File: src/rtl/imem_fetch_ctrl.sv
// Instruction-fetch sequencer: owns the fetch PC, absorbs the one-cycle imem
// read latency, and handles stall skid, redirect/flush, halt and illegal targets.
module imem_fetch_ctrl #(
    parameter int unsigned        ADDR_W     = 8,
    parameter int unsigned        DATA_W     = 16,
    parameter int unsigned        MEM_WORDS  = 28,
    parameter logic [ADDR_W-1:0]  START_ADDR = '0,
    parameter logic [DATA_W-1:0]  HALT_INSTR = '0
) (
    input  logic              clk,
    input  logic              rst,
    input  logic              start,
    input  logic              stall,
    input  logic              redirect,
    input  logic [ADDR_W-1:0] redirect_addr,
    output logic [ADDR_W-1:0] imem_addr,
    output logic              imem_rd_en,
    input  logic [DATA_W-1:0] imem_instr,
    output logic [DATA_W-1:0] if_instr,
    output logic [ADDR_W-1:0] if_pc,
    output logic              if_valid,
    output logic              halted,
    output logic              fault
);

    localparam int unsigned LAST_ADDR = 2 * MEM_WORDS - 2;

    localparam logic [1:0] S_IDLE  = 2'd0;
    localparam logic [1:0] S_RUN   = 2'd1;
    localparam logic [1:0] S_HALT  = 2'd2;
    localparam logic [1:0] S_FAULT = 2'd3;

    logic [1:0]        state, state_d;
    logic [ADDR_W-1:0] fetch_pc;
    logic              inflight_v;
    logic [ADDR_W-1:0] inflight_pc;
    logic              skid_v;
    logic [DATA_W-1:0] skid_instr;
    logic [ADDR_W-1:0] skid_pc;

    logic              in_run;
    logic              target_ok;
    logic              do_redirect;
    logic              advance;
    logic              do_load;
    logic [DATA_W-1:0] load_instr;
    logic [ADDR_W-1:0] load_pc;
    logic              halt_hit;
    logic              do_start;

    // Address/enable are combinational off the PC register so the memory sees them this cycle.
    assign imem_addr  = in_run ? fetch_pc : '0;
    assign imem_rd_en = in_run && (32'(fetch_pc) <= LAST_ADDR);

    // Next-state and pipeline control decode.
    always_comb begin
        state_d     = state;
        in_run      = (state == S_RUN);
        target_ok   = !redirect_addr[0] && (32'(redirect_addr) <= LAST_ADDR);
        do_redirect = in_run && redirect;
        advance     = in_run && !redirect && !stall;
        do_load     = advance && (skid_v || inflight_v);
        load_instr  = skid_v ? skid_instr : imem_instr;
        load_pc     = skid_v ? skid_pc : inflight_pc;
        halt_hit    = do_load && (load_instr == HALT_INSTR);
        do_start    = ((state == S_IDLE) || (state == S_HALT)) && start;

        case (state)
            S_IDLE, S_HALT: begin
                if (start) state_d = S_RUN;
            end
            S_RUN: begin
                if (do_redirect) begin
                    if (!target_ok) state_d = S_FAULT;
                end else if (halt_hit) begin
                    state_d = S_HALT;
                end
            end
            default: state_d = state;
        endcase
    end

    always_ff @(posedge clk) begin
        if (rst) begin
            state       <= S_IDLE;
            fetch_pc    <= START_ADDR;
            inflight_v  <= 1'b0;
            inflight_pc <= '0;
            skid_v      <= 1'b0;
            skid_instr  <= '0;
            skid_pc     <= '0;
            if_instr    <= '0;
            if_pc       <= '0;
            if_valid    <= 1'b0;
            halted      <= 1'b0;
            fault       <= 1'b0;
        end else begin
            state <= state_d;
            if (do_start) begin
                fetch_pc   <= START_ADDR;
                inflight_v <= 1'b0;
                skid_v     <= 1'b0;
                if_valid   <= 1'b0;
                halted     <= 1'b0;
            end else if ((state == S_HALT) && !stall) begin
                if_valid <= 1'b0;
                halted   <= 1'b1;
            end else if (do_redirect) begin
                if (target_ok) begin
                    fetch_pc <= redirect_addr;
                end else begin
                    fault <= 1'b1;
                end
                inflight_v <= 1'b0;
                skid_v     <= 1'b0;
                if_valid   <= 1'b0;
            end else if (in_run && stall) begin
                // The memory re-reads the held PC next cycle, so park the in-flight word now.
                if (inflight_v && !skid_v) begin
                    skid_instr <= imem_instr;
                    skid_pc    <= inflight_pc;
                    skid_v     <= 1'b1;
                    inflight_v <= 1'b0;
                end
            end else if (advance) begin
                if (imem_rd_en) begin
                    fetch_pc    <= fetch_pc + ADDR_W'(2);
                    inflight_pc <= fetch_pc;
                end
                inflight_v <= imem_rd_en && !halt_hit;
                skid_v     <= 1'b0;
                if (do_load) begin
                    if_instr <= load_instr;
                    if_pc    <= load_pc;
                    if_valid <= 1'b1;
                end else begin
                    if_valid <= 1'b0;
                end
            end
        end
    end

endmodule

File: config.mk
export PLATFORM = sky130hd
export DESIGN_NAME = imem_fetch_ctrl
export DESIGN_NICKNAME = d
export VERILOG_FILES = /design/src/rtl/imem_fetch_ctrl.sv
export SDC_FILE = /design/constraint.sdc
export NUM_CORES = 1
export LEC_CHECK = 0
export CORE_MARGIN = 2
export CORE_UTILIZATION = 52
export CTS_BUF_LIST = sky130_fd_sc_hd__clkbuf_8
export CTS_CLUSTER_SIZE = 14
export DETAILED_ROUTE_END_ITERATION = 6
export PLACE_DENSITY = 0.81
export SETUP_SLACK_MARGIN = 0.5
export SLEW_MARGIN = 20
export SYNTH_ARGS = -nofsm -noshare
export SYNTH_HDL_FRONTEND = slang
export SYNTH_SLANG_ARGS = --single-unit
File: constraint.sdc
create_clock -name clk -period 5 [get_ports clk]
set_input_delay 1.5 -clock clk [delete_from_list [all_inputs] [get_ports clk]]
set_output_delay 1.5 -clock clk [all_outputs]
set_load 0.02 [all_outputs]
* Yosys cells after proc, flatten, opt, wreduce, memory -nomap -nowiden
Cells that the tools add are included.
** Word-level totals
- Word-level logic and storage cells :: 86
- Output and inout port bits :: 36
- Bits in registers :: 71
- Bits of input ports :: 29
** Operators by class
- Add/sub/neg operators :: 1
- $lt $le $gt $ge :: 2
- Equal/unequal tests :: 8
- Bitwise gates (word level) :: 5
- Mux-type cells :: 22
- Reduce and logical (&&, ||, !) cells :: 36
** Operator list (number)
- 2-to-1 mux 8 bit :: 7
- less-or-equal comparator 8 x 6 -> 1 bit, second input constant :: 2
- logical NOT 16 bit :: 1
- 2-to-1 mux 16 bit :: 1
- logical AND 1 bit :: 12
- AND reduction 6 bit :: 2
- AND reduction 5 bit :: 2
- 2-to-1 mux 1 bit :: 9
- adder 8 x 2 -> 8 bit, second input constant :: 1
- 2-to-1 mux 2 bit :: 4
- AND reduction 4 bit :: 2
- inequality test 2 bit, second input constant :: 3
- nonzero test 2 bit :: 3
- logical NOT 1 bit :: 5
- inverter 1 bit :: 5
- one-hot mux 2 bit (2 select lines) :: 1
- OR reduction 2 bit :: 2
- OR reduction 4 bit :: 1
- inequality test 3 x 1 -> 1 bit, second input constant :: 1
- inequality test 3 x 2 -> 1 bit, second input constant :: 1
- inequality test 3 bit, second input constant :: 1
- AND reduction 3 bit :: 1
- nonzero test 3 bit :: 1
- == test 2 x 1 -> 1 bit, second input constant :: 1
- other kinds (4) :: 5

* Logic depth before layout (Yosys ltp)
Gate-level depths: netlist (run 1).
- Depth in word-level cells :: 10
- Gate-level depth with buffers :: 6
- Mapped depth without buffers :: 5

* Worst setup path after synthesis (run 1)
No wires, ideal clock.
- Kind :: register to output
- Start :: reg fetch_pc[4]
- End :: out imem_rd_en
- Buffers on the path :: 0
- Stages on the path, launching flop included :: 4
- Setup slack :: 2.330 ns
- Arrival time :: 1.170 ns
- Path through :: dfxtp_1 > a311oi_1 > o21ai_0 > nor2_1
** Between the ends
- Word-level cells in the longest chain between the ends :: 2
** Ends and longest elaborated chain
- from (decl) :: RTL line 34 : logic [ADDR_W-1:0] fetch_pc;
- from (signal assigned) :: RTL line 110 : fetch_pc <= redirect_addr;
- from (signal assigned) :: RTL line 127 : fetch_pc <= fetch_pc + ADDR_W'(2);
- less-or-equal comparator 8 x 6 -> 1 bit :: RTL line 53 : assign imem_rd_en = in_run && (32'(fetch_pc) <= LAST_ADDR);
- logical AND 1 bit :: RTL line 53
- to (decl) :: RTL line 17 : output logic imem_rd_en,
No other way between the ends.

* Final worst setup path (run 1)
Same ends and word-level chain as after synthesis.

==> reports/qor.txt, run 1 <==
CP Capture Type - output port
final critical-path required period - 3.72 ns
Worst Path Class, Setup - reg -> out
PwrDens - 296 mW/mm^2
detailed-route wire length per cell - 14.5 um
first-pass GRT wire length - 11.4 mm
Clk pin slew, worst setup/hold paths - 0.08 ns
Lkg Pwr - 1.23 nW
Final TNS setup - 0 ns
CTS tree - built
Root Buffer - clkbuf_8
Slew Viols, Final - 0
Ports - 65
worst-path fanout max - 7
area leader, netlist - dfxtp_1
core area - 0.00557 mm^2
Hold Path Sink - skid_pc[5]
WL final - 7.00 mm
Gate power share - 6.5%
synth-to-layout area growth - 28.3%
Yosys top cell area share - 46.7%
initial antenna violation count - 0
Cell Count, Final, Fillers Out - 481
via count - 2672
FP Rows - 27
flop-to-flop setup slack - 2.47 ns
most common cell after layout, fill and taps aside - dfxtp_1
fmax - 0.269 GHz
final hold violations - 0
pin count of the biggest net entering global routing - 56
Mapped Cells - 350
global placement routability congestion - 0.819
PortBufs - 64
Total Nets Final - 434
Psw - 0.257 mW
Setup Skew - 0.00694 ns
status - complete, no violations
vias in the first global route - 2529
Final setup violation count - 0
synthesis-stage register bit count - 71
latest clock arrival within the worst-skew pair - 0.34 ns
Die H - 80.5 um
sequential area share after synthesis - 46.7%
die span in x - 80.5 um
PostCTS Resize Cnt - 0
Worst R2R Start - skid_v
RSZ-0062 raised after global routing - no
commonest non-fill, non-tap cells in the layout - dfxtp_1, nand2_1, clkdlybuf4s50_1
Min-Delay Path Depth - 2
Max clock buf depth - 2
number of max-cap violations - 0
Inserted Diodes - 0
reg2reg end - inflight_v
Worst EP required - 3.50 ns
antenna-violating nets left - 0
DRC - 0
layout cells sized above 1 - 6.85%
GRT Overall Usage - 22.7%
largest cells by area after synthesis - dfxtp_1, nand2_1, mux2i_1, a21oi_1, a211oi_1
grt total ovfl - 0
initial DRC count - 152
DP Wirelength - 4.73 mm
Sequential Power Share - 49.6%
cell count after placement - 465
TritonCTS Buffers - 9
net count after synthesis - 380
vias per cell - 5.56
Int Pwr - 0.898 mW
Sink Count - 71
Pre-antenna DRT Iters - 4
Synth Warn # - 0
period utilisation layout - 74.4%
WP data arrival - 2.22 ns
Initial Util - 54.6%
Hold Buf Count CTS - 0
Clk pwr share - 43.9%
kind of start point of the critical path - flop
peak supply drop - 183 uV
Netlist cell types - 41
min-delay worst type - reg -> reg
die area - 0.00648 mm^2
Switching Share - 22.3%
Post-CTS Setup Bufs - 0
hold path startpoint - skid_pc[5]
CTS H-tree lvls - 3
Reg2Reg Depth - 5
syn avg cell area - 8.69 um^2
slew margin rel. - 28.3%
cell area after synthesis - 0.00304 mm^2
worst slew pin tran - 1.07 ns
==> power by group through the flow <==
stage / registers (mW) / clock network (mW) / logic [mW]
floorplan: 0.587 / 0 / 0.0344
global placement: 0.586 / 0 / 0.0734
detailed placement: 0.586 / 0 / 0.0740
CTS: 0.573 / 0.509 / 0.0748
global route: 0.574 / 0.531 / 0.0809
finish: 0.573 / 0.507 / 0.0748
==> through the flow <==
step | power, mW | hold slack [ns] | setup WS, ns | utilization [%] | cell area, um^2
global placement | 0.659 | 0.442 | 1.37 | 66.1 | 3680
finish | 1.15 | 0.459 | 1.28 | 70.1 | 3910
global route | 1.19 | 0.480 | 1.20 | 70.1 | 3910
CTS | 1.16 | 0.460 | 1.29 | 70.1 | 3910
detailed placement | 0.660 | 0.449 | 1.23 | 66.1 | 3680
floorplan | 0.621 | 0.436 | 2.33 | - | 3040
==> cell type report <==
class | instances | area, um^2
fillers | 457 | 1670
flip-flops and latches | 71 | 1420
multi-input cells | 253 | 1510
well taps | 72 | 90.1
clock buffers | 10 | 138
repair buffers | 67 | 658
clock inverters | 6 | 85.1
inverters | 2 | 7.51
==> sequential cells by signal, indices dropped and copies added, names as in the netlist <==
name and flops:
halted 1, skid_pc 8, inflight_v 1, skid_instr 16, skid_v 1, if_instr 16
if_valid 1, if_pc 8, fetch_pc 8, state 2, fault 1, inflight_pc 8
==> routing by layer <==
layer | vias to the layer above | share of wire, % | track usage [%]
met5 | - | 0 | 0
met1 | 1227 | 45 | 28.3
met2 | 92 | 47 | 37.6
met3 | 14 | 5.1 | 4.16
li1 | 1339 | - | -
met4 | 0 | 1.9 | 10.8
==> synth_stat cells (all sizes together) <==
cell	n
o2111a	1
nor2	32
and4b	1
nand4b	1
o31a	1
buf	13
nand2	68
o32ai	1
mux2i	25
nor4b	2
and3b	1
o21a	1
a2111oi	1
or2	1
o211a	1
nand3	3
a211o	1
nor2b	1
and3	2
and2b	2
a211oi	24
inv	2
o211ai	4
ha	1
a311oi	2
dfxtp	71
clkbuf	11
nor3b	1
or2b	1
nor4	9
a21boi	1
o21ai	7
a21oi	38
nor3	6
and2	13
==> worst max-delay path, stage by stage (launching register included) <==
cell and delay [ns]:
dfxtp_1 0.38, a311oi_1 0.54, o21ai_0 0.19, nor2_1 0.15, clkdlybuf4s50_1 0.62
==> worst max-delay path by stage <==
stage / startpoint / endpoint / slack (ns)
after floorplan: fetch_pc[4] / imem_rd_en / 2.33
after global placement: stall / skid_pc[1] / 1.37
after detailed placement: stall / skid_pc[3] / 1.23
after CTS: fetch_pc[4] / imem_rd_en / 1.29
after global routing: fetch_pc[4] / imem_rd_en / 1.20
final: fetch_pc[4] / imem_rd_en / 1.28
==> logic make-up (layout without fill, tap and decap cells) <==
logic type	Yosys count	in the layout	synth area share, %
simple gates	144	144	22.5
mux	25	25	8.22
buf+inv	26	85	3.82
compound gates	83	83	18.4
flops	71	71	46.7
fa+ha+maj	1	1	0.411
Power figures use the tool's default switching activity.
==> run 2, diff against run 1 <==
--- a/config.mk
+++ b/config.mk
@@ -6,11 +6,11 @@
 export NUM_CORES = 1
 export LEC_CHECK = 0
 export CORE_MARGIN = 2
-export CORE_UTILIZATION = 52
+export CORE_UTILIZATION = 47
 export CTS_BUF_LIST = sky130_fd_sc_hd__clkbuf_8
 export CTS_CLUSTER_SIZE = 14
 export DETAILED_ROUTE_END_ITERATION = 6
-export PLACE_DENSITY = 0.81
+export PLACE_DENSITY = 0.78
 export SETUP_SLACK_MARGIN = 0.5
 export SLEW_MARGIN = 20
 export SYNTH_ARGS = -nofsm -noshare
==> constraint.sdc (replaced) <==
create_clock -name clk -period 3.2 [get_ports clk]
set_input_delay 0.96 -clock clk [delete_from_list [all_inputs] [get_ports clk]]
set_output_delay 0.96 -clock clk [all_outputs]
set_load 0.02 [all_outputs]
==> reports/qor.txt, run 2 (synthesis results as in run 1) <==
status - complete, no violations
commonest non-fill, non-tap cells in the layout - nand2_1, dfxtp_1, clkdlybuf4s50_1
Switching Share - 21.4% (-0.88 points)
Hold Path Sink - skid_pc[1]
via count - 2683 (+0.41%)
Gate power share - 6.4% (about the same)
min-delay worst type - reg -> reg
cell count after placement - 474 (+1.9%)
first-pass GRT wire length - 11.8 mm (+3.4%)
latest clock arrival within the worst-skew pair - 0.34 ns (about the same)
DP Wirelength - 4.87 mm (+3.0%)
TritonCTS Buffers - 9 (unchanged)
Hold Buf Count CTS - 0 (unchanged)
initial antenna violation count - 0 (unchanged)
CTS H-tree lvls - 3 (unchanged)
period utilisation layout - 80.6%
Max clock buf depth - 2 (unchanged)
Setup Skew - 0.00632 ns (-0.000624 ns)
kind of start point of the critical path - flop
Regs by FF count - if_instr (16), skid_instr (16)
pin count of the biggest net entering global routing - 49 (-13%)
Lkg Pwr - 1.35 nW (+9.8%)
total power - 1.84 mW (+59%)
CTS tree - built
Sequential Power Share - 48.8% (-0.8 points)
PortBufs - 64 (unchanged)
layout cells sized above 1 - 9.18% (+2.3 points)
DRC - 0 (unchanged)
antenna-violating nets left - 0 (unchanged)
global placement routability congestion - 0.859 (+5.0%)
Inserted Diodes - 0 (unchanged)
FP Rows - 29 (+7.4%)
crit-path cells - a311oi_2 > o21ai_0 > nor2_1 > clkdlybuf4s15_1
Clk pin slew, worst setup/hold paths - 0.07 ns (about the same)
Clk pwr share - 44.8% (+0.9 points)
Total Nets Final - 440 (+1.4%)
Root Buffer - clkbuf_8
number of max-cap violations - 0 (unchanged)
cell area after layout - 0.00399 mm^2 (+2.1%)
Worst EP required - 2.24 ns (-1.26 ns)
Worst Path Class, Setup - reg -> out
final hold violations - 0 (unchanged)
RSZ-0062 raised after global routing - no
Psw - 0.393 mW (+53%)
core area - 0.00631 mm^2 (+13%)
Ports - 65 (unchanged)
synth-to-layout area growth - 31.0%
Reg2Reg Depth - 4 (-1)
Final TNS setup - 0 ns (unchanged)
PwrDens - 461 mW/mm^2 (+56%)
WP data arrival - 1.62 ns (-0.60 ns)
Cell Count, Final, Fillers Out - 491 (+2.1%)
Final setup violation count - 0 (unchanged)
vias per cell - 5.46 (-1.6%)
Worst R2R Start - skid_v
grt total ovfl - 0 (unchanged)
Slowest-stage cell, CP - dfxtp_1
initial DRC count - 120 (-21%)
Initial Util - 48.2% (-6.4 points)
GRT Overall Usage - 20.4% (-2.2 points)
post-placement cell area - 0.00373 mm^2 (+1.4%)
worst-path fanout max - 7 (unchanged)
crit-path max cell delay - 0.38 ns (-0.24 ns)
detailed-route wire length per cell - 14.4 um (-1.2%)
die span in x - 84.5 um (+4.9%)
vias in the first global route - 2433 (-3.8%)
hold path startpoint - skid_pc[1]
Sink Count - 71 (unchanged)
worst slew pin tran - 0.565 ns (-0.505 ns)
Pre-antenna DRT Iters - 5 (+1)
reg2reg end - inflight_v
slew margin rel. - 62.3% (+34 points)
flop-to-flop setup slack - 1.34 ns (-1.13 ns)
Die H - 84.5 um (+4.9%)
Min-Delay Path Depth - 2 (unchanged)
final critical-path required period - 2.58 ns
Slew Viols, Final - 0 (unchanged)
die area - 0.00713 mm^2 (+10%)
Int Pwr - 1.44 mW (+61%)
peak supply drop - 306 uV (+67%)
Crit path max-delay family - compound AO/OA/AOI/OAI gates
Buf+Inv Stages, Crit Path - 1 (unchanged)
WL final - 7.06 mm (+0.81%)
CP Capture Type - output port
fmax - 0.388 GHz
run 2: changes by cell type in the layout (fill, tap and decap cells not counted), sizes merged:
cell and change:
clkinv -1, dlymetal6s2s +3, clkinvlp -1, clkbuf +2, clkdlybuf4s50 -9, buf +6
clkdlybuf4s15 +1, inv -1, dlygate4sd2 +5
run 2: worst max-delay path by stage:
stage,startpoint,end,cells past startpoint
final,fetch_pc[3],imem_rd_en,4
after detailed placement,redirect,if_valid,6
after global routing,fetch_pc[3],imem_rd_en,4
after CTS,state[1],imem_addr[4],3
after global placement,redirect,inflight_v,5
after floorplan,fetch_pc[4],imem_rd_en,3
run 2: worst register-to-register path, stage by stage (launching register included):
cell	delay (ns)
dfxtp_2	0.69
nor4b_1	0.32
nand2_1	0.16
a2111oi_4	0.43
o32ai_1	0.13
run 2: power by group through the flow:
stage / combinational [mW] / clock [mW] / sequential [mW]
2_1_floorplan: 0.0538 / 0 / 0.917
3_3_place_gp: 0.115 / 0 / 0.915
3_5_place_dp: 0.116 / 0 / 0.916
4_1_cts: 0.118 / 0.831 / 0.896
5_1_grt: 0.128 / 0.874 / 0.896
6_report: 0.118 / 0.823 / 0.896
run 2: routing by layer:
metal	part of all wire, %	wire (um)	GRT usage, %	up-vias
met4	1.8	127	7.65	0
met1	45	3180	27.4	1239
met3	5.8	407	5.60	14
li1	-	-	-	1347
met2	47	3340	31.7	83
met5	0	0	0	-
run 2: through the flow:
| stage | hold slack (ns) | utilization [%] | worst slack (ns) |
|---|---|---|---|
| 2_1_floorplan | 0.436 | - | 1.07 |
| 3_3_place_gp | 0.441 | 59.1 | 0.480 |
| 3_5_place_dp | 0.452 | 59.1 | 0.391 |
| 4_1_cts | 0.462 | 63.0 | 0.502 |
| 5_1_grt | 0.492 | 63.2 | 0.511 |
| 6_report | 0.464 | 63.2 | 0.622 |
run 2: final cells by class:
type | count | area, um^2
clock buffers | 12 | 165
clock inverters | 3 | 65.1
fillers | 552 | 2330
inverters | 2 | 7.51
multi-input cells | 253 | 1510
flip-flops and latches | 71 | 1430
well taps | 77 | 96.3
repair buffers | 73 | 717
run 2: repair_timing:
action                                  CTS  global route
pin swaps                                 1             0
endpoints found under the setup margin    9             4
resized for setup                         9             4
buffers inserted                          2             0
==> run 3, diff against run 2 <==
==> constraint.sdc (replaced) <==
create_clock -name clk -period 2.2 [get_ports clk]
set_input_delay 0.66 -clock clk [delete_from_list [all_inputs] [get_ports clk]]
set_output_delay 0.66 -clock clk [all_outputs]
set_load 0.02 [all_outputs]
==> reports/qor.txt, run 3 (synthesis results as in run 1) <==
vias per cell - 5.47 (about the same)
worst slew pin tran - 0.348 ns (-0.218 ns)
most common cell after layout, fill and taps aside - dfxtp_1
layout cells sized above 1 - 24.4% (+15 points)
Worst EP required - 1.54 ns (-0.70 ns)
CTS H-tree lvls - 3 (unchanged)
synth-to-layout area growth - 46.6%
GRT Overall Usage - 23.8% (+3.4 points)
Met2 Wirelength - 4.06 mm (+22%)
WL final - 8.41 mm (+19%)
worst-path fanout max - 2 (-5)
WP data arrival - 1.39 ns (-0.23 ns)
Initial Util - 48.2% (unchanged)
via count - 2930 (+9.2%)
Worst setup startpoint - fetch_pc[5]
Setup Skew - 0.00967 ns (+0.00335 ns)
RSZ-0062 raised after global routing - yes
first-pass GRT wire length - 13.5 mm (+15%)
die span in x - 84.5 um (unchanged)
status - complete, no violations
FP Rows - 29 (unchanged)
CTS tree - built
Clk pin slew, worst setup/hold paths - 0.07 ns (about the same)
Regs by FF count - if_instr (16), skid_instr (16)
slew margin rel. - 76.8% (+15 points)
final hold violations - 0 (unchanged)
Lkg Pwr - 1.65 nW (+22%)
detailed-route wire length per cell - 15.7 um (+9.2%)
Finished Core Util - 70.7% (+7.5 points)
period utilisation layout - 93.1%
Die H - 84.5 um (unchanged)
latest clock arrival within the worst-skew pair - 0.35 ns (about the same)
flop-to-flop setup slack - 0.48 ns (-0.86 ns)
footprint of the multi-input gates - 0.00162 mm^2 (+7.0%)
fillers - 471 (-15%)
number of max-cap violations - 0 (unchanged)
DRC - 0 (unchanged)
fmax - 0.488 GHz
hold path startpoint - skid_pc[7]
TritonCTS Buffers - 9 (unchanged)
peak supply drop - 449 uV (+47%)
final critical-path required period - 2.05 ns
Pre-antenna DRT Iters - 4 (-1)
WL met3 - 482 um (+18%)
commonest non-fill, non-tap cells in the layout - dfxtp_1, nand2_1, buf_4
kind of start point of the critical path - flop
max layer used - met4
Total Nets Final - 484 (+10%)
Ports - 65 (unchanged)
Final setup violation count - 0 (unchanged)
Max clock buf depth - 2 (unchanged)
vias in the first global route - 2881 (+18%)
register area - 0.00143 mm^2 (+0.18%)
worst setup margin - 0.152 ns (-0.470 ns)
Sink Count - 71 (unchanged)
PortBufs - 64 (unchanged)
antenna-violating nets left - 0 (unchanged)
CP Capture Type - output port
Worst Path Class, Setup - reg -> out
Worst R2R Start - state[0]
grt total ovfl - 0 (unchanged)
PwrDens - 585 mW/mm^2 (+27%)
Root Buffer - clkbuf_8
initial antenna violation count - 0 (unchanged)
die area - 0.00713 mm^2 (unchanged)
Place WS - -0.108 ns (-0.498 ns)
core area - 0.00631 mm^2 (unchanged)
M1 wire length - 3.70 mm (+16%)
initial DRC count - 178 (+48%)
Hold Buf Count CTS - 0 (unchanged)
global placement routability congestion - 0.813 (-5.4%)
DP Wirelength - 5.06 mm (+4.0%)
Slew Viols, Final - 0 (unchanged)
pin count of the biggest net entering global routing - 30 (-39%)
min-delay worst type - reg -> reg
Inserted Diodes - 0 (unchanged)
[run 3: final timing paths]
| check | end | depth (start not counted) |
|---|---|---|
| max reg2reg | if_instr[12] | 7 |
| min | skid_pc[7] | 2 |
| max | imem_rd_en | 5 |
| min reg2reg | skid_pc[7] | 2 |
[run 3: final cells by class]
cell class	count	area share [%]
multi-input combinational	253	36.3
sequential	71	32.0
timing repair buffer	117	24.7
clock buffer	12	3.70
tap	77	2.16
clock inverter	4	1.01
inverter	2	0.168
[run 3: worst max-delay path: stages (launching register included)]
cell and delay (ns):
dfxtp_2 0.33, a311oi_2 0.27, buf_4 0.16, o21ai_2 0.05
nor2_2 0.11, buf_6 0.13
[run 3: metal layers]
| metal | vias up | global-route usage, % |
|---|---|---|
| met2 | 87 | 39.5 |
| li1 | 1438 | - |
| met5 | - | 0 |
| met4 | 0 | 11.4 |
| met1 | 1390 | 29.8 |
| met3 | 15 | 4.82 |
[run 3: through the flow]
stage | setup TNS, ns | area [um^2] | hold slack, ns | total power [mW] | std cells
final | 0 | 4460 | 0.459 | 2.61 | 536
after global routing | 0 | 4460 | 0.482 | 2.69 | 536
after CTS | 0 | 4370 | 0.460 | 2.61 | 529
after detailed placement | -3.07 | 3970 | 0.450 | 1.53 | 505
after global placement | -0.0932 | 3970 | 0.441 | 1.53 | 505
after floorplan | 0 | 3050 | 0.436 | 1.41 | 350
[run 3: repair_timing]
item / 4_1_cts / 5_1_grt
buffers inserted: 5 / 7
endpoints found under the hold margin: 0 / 0
setup endpoints to repair: 104 / 90
gates resized for setup: 96 / 44
pin swaps: 12 / 13
cloned: 3 / 0
[run 3: power by group]
| group | switching, mW | total [mW] | internal [mW] | leakage (nW) |
|---|---|---|---|---|
| Sequential | 0.00648 | 1.30 | 1.29 | 0.574 |
| Combinational | 0.112 | 0.219 | 0.107 | 0.967 |
| Clock | 0.481 | 1.09 | 0.609 | 0.111 |
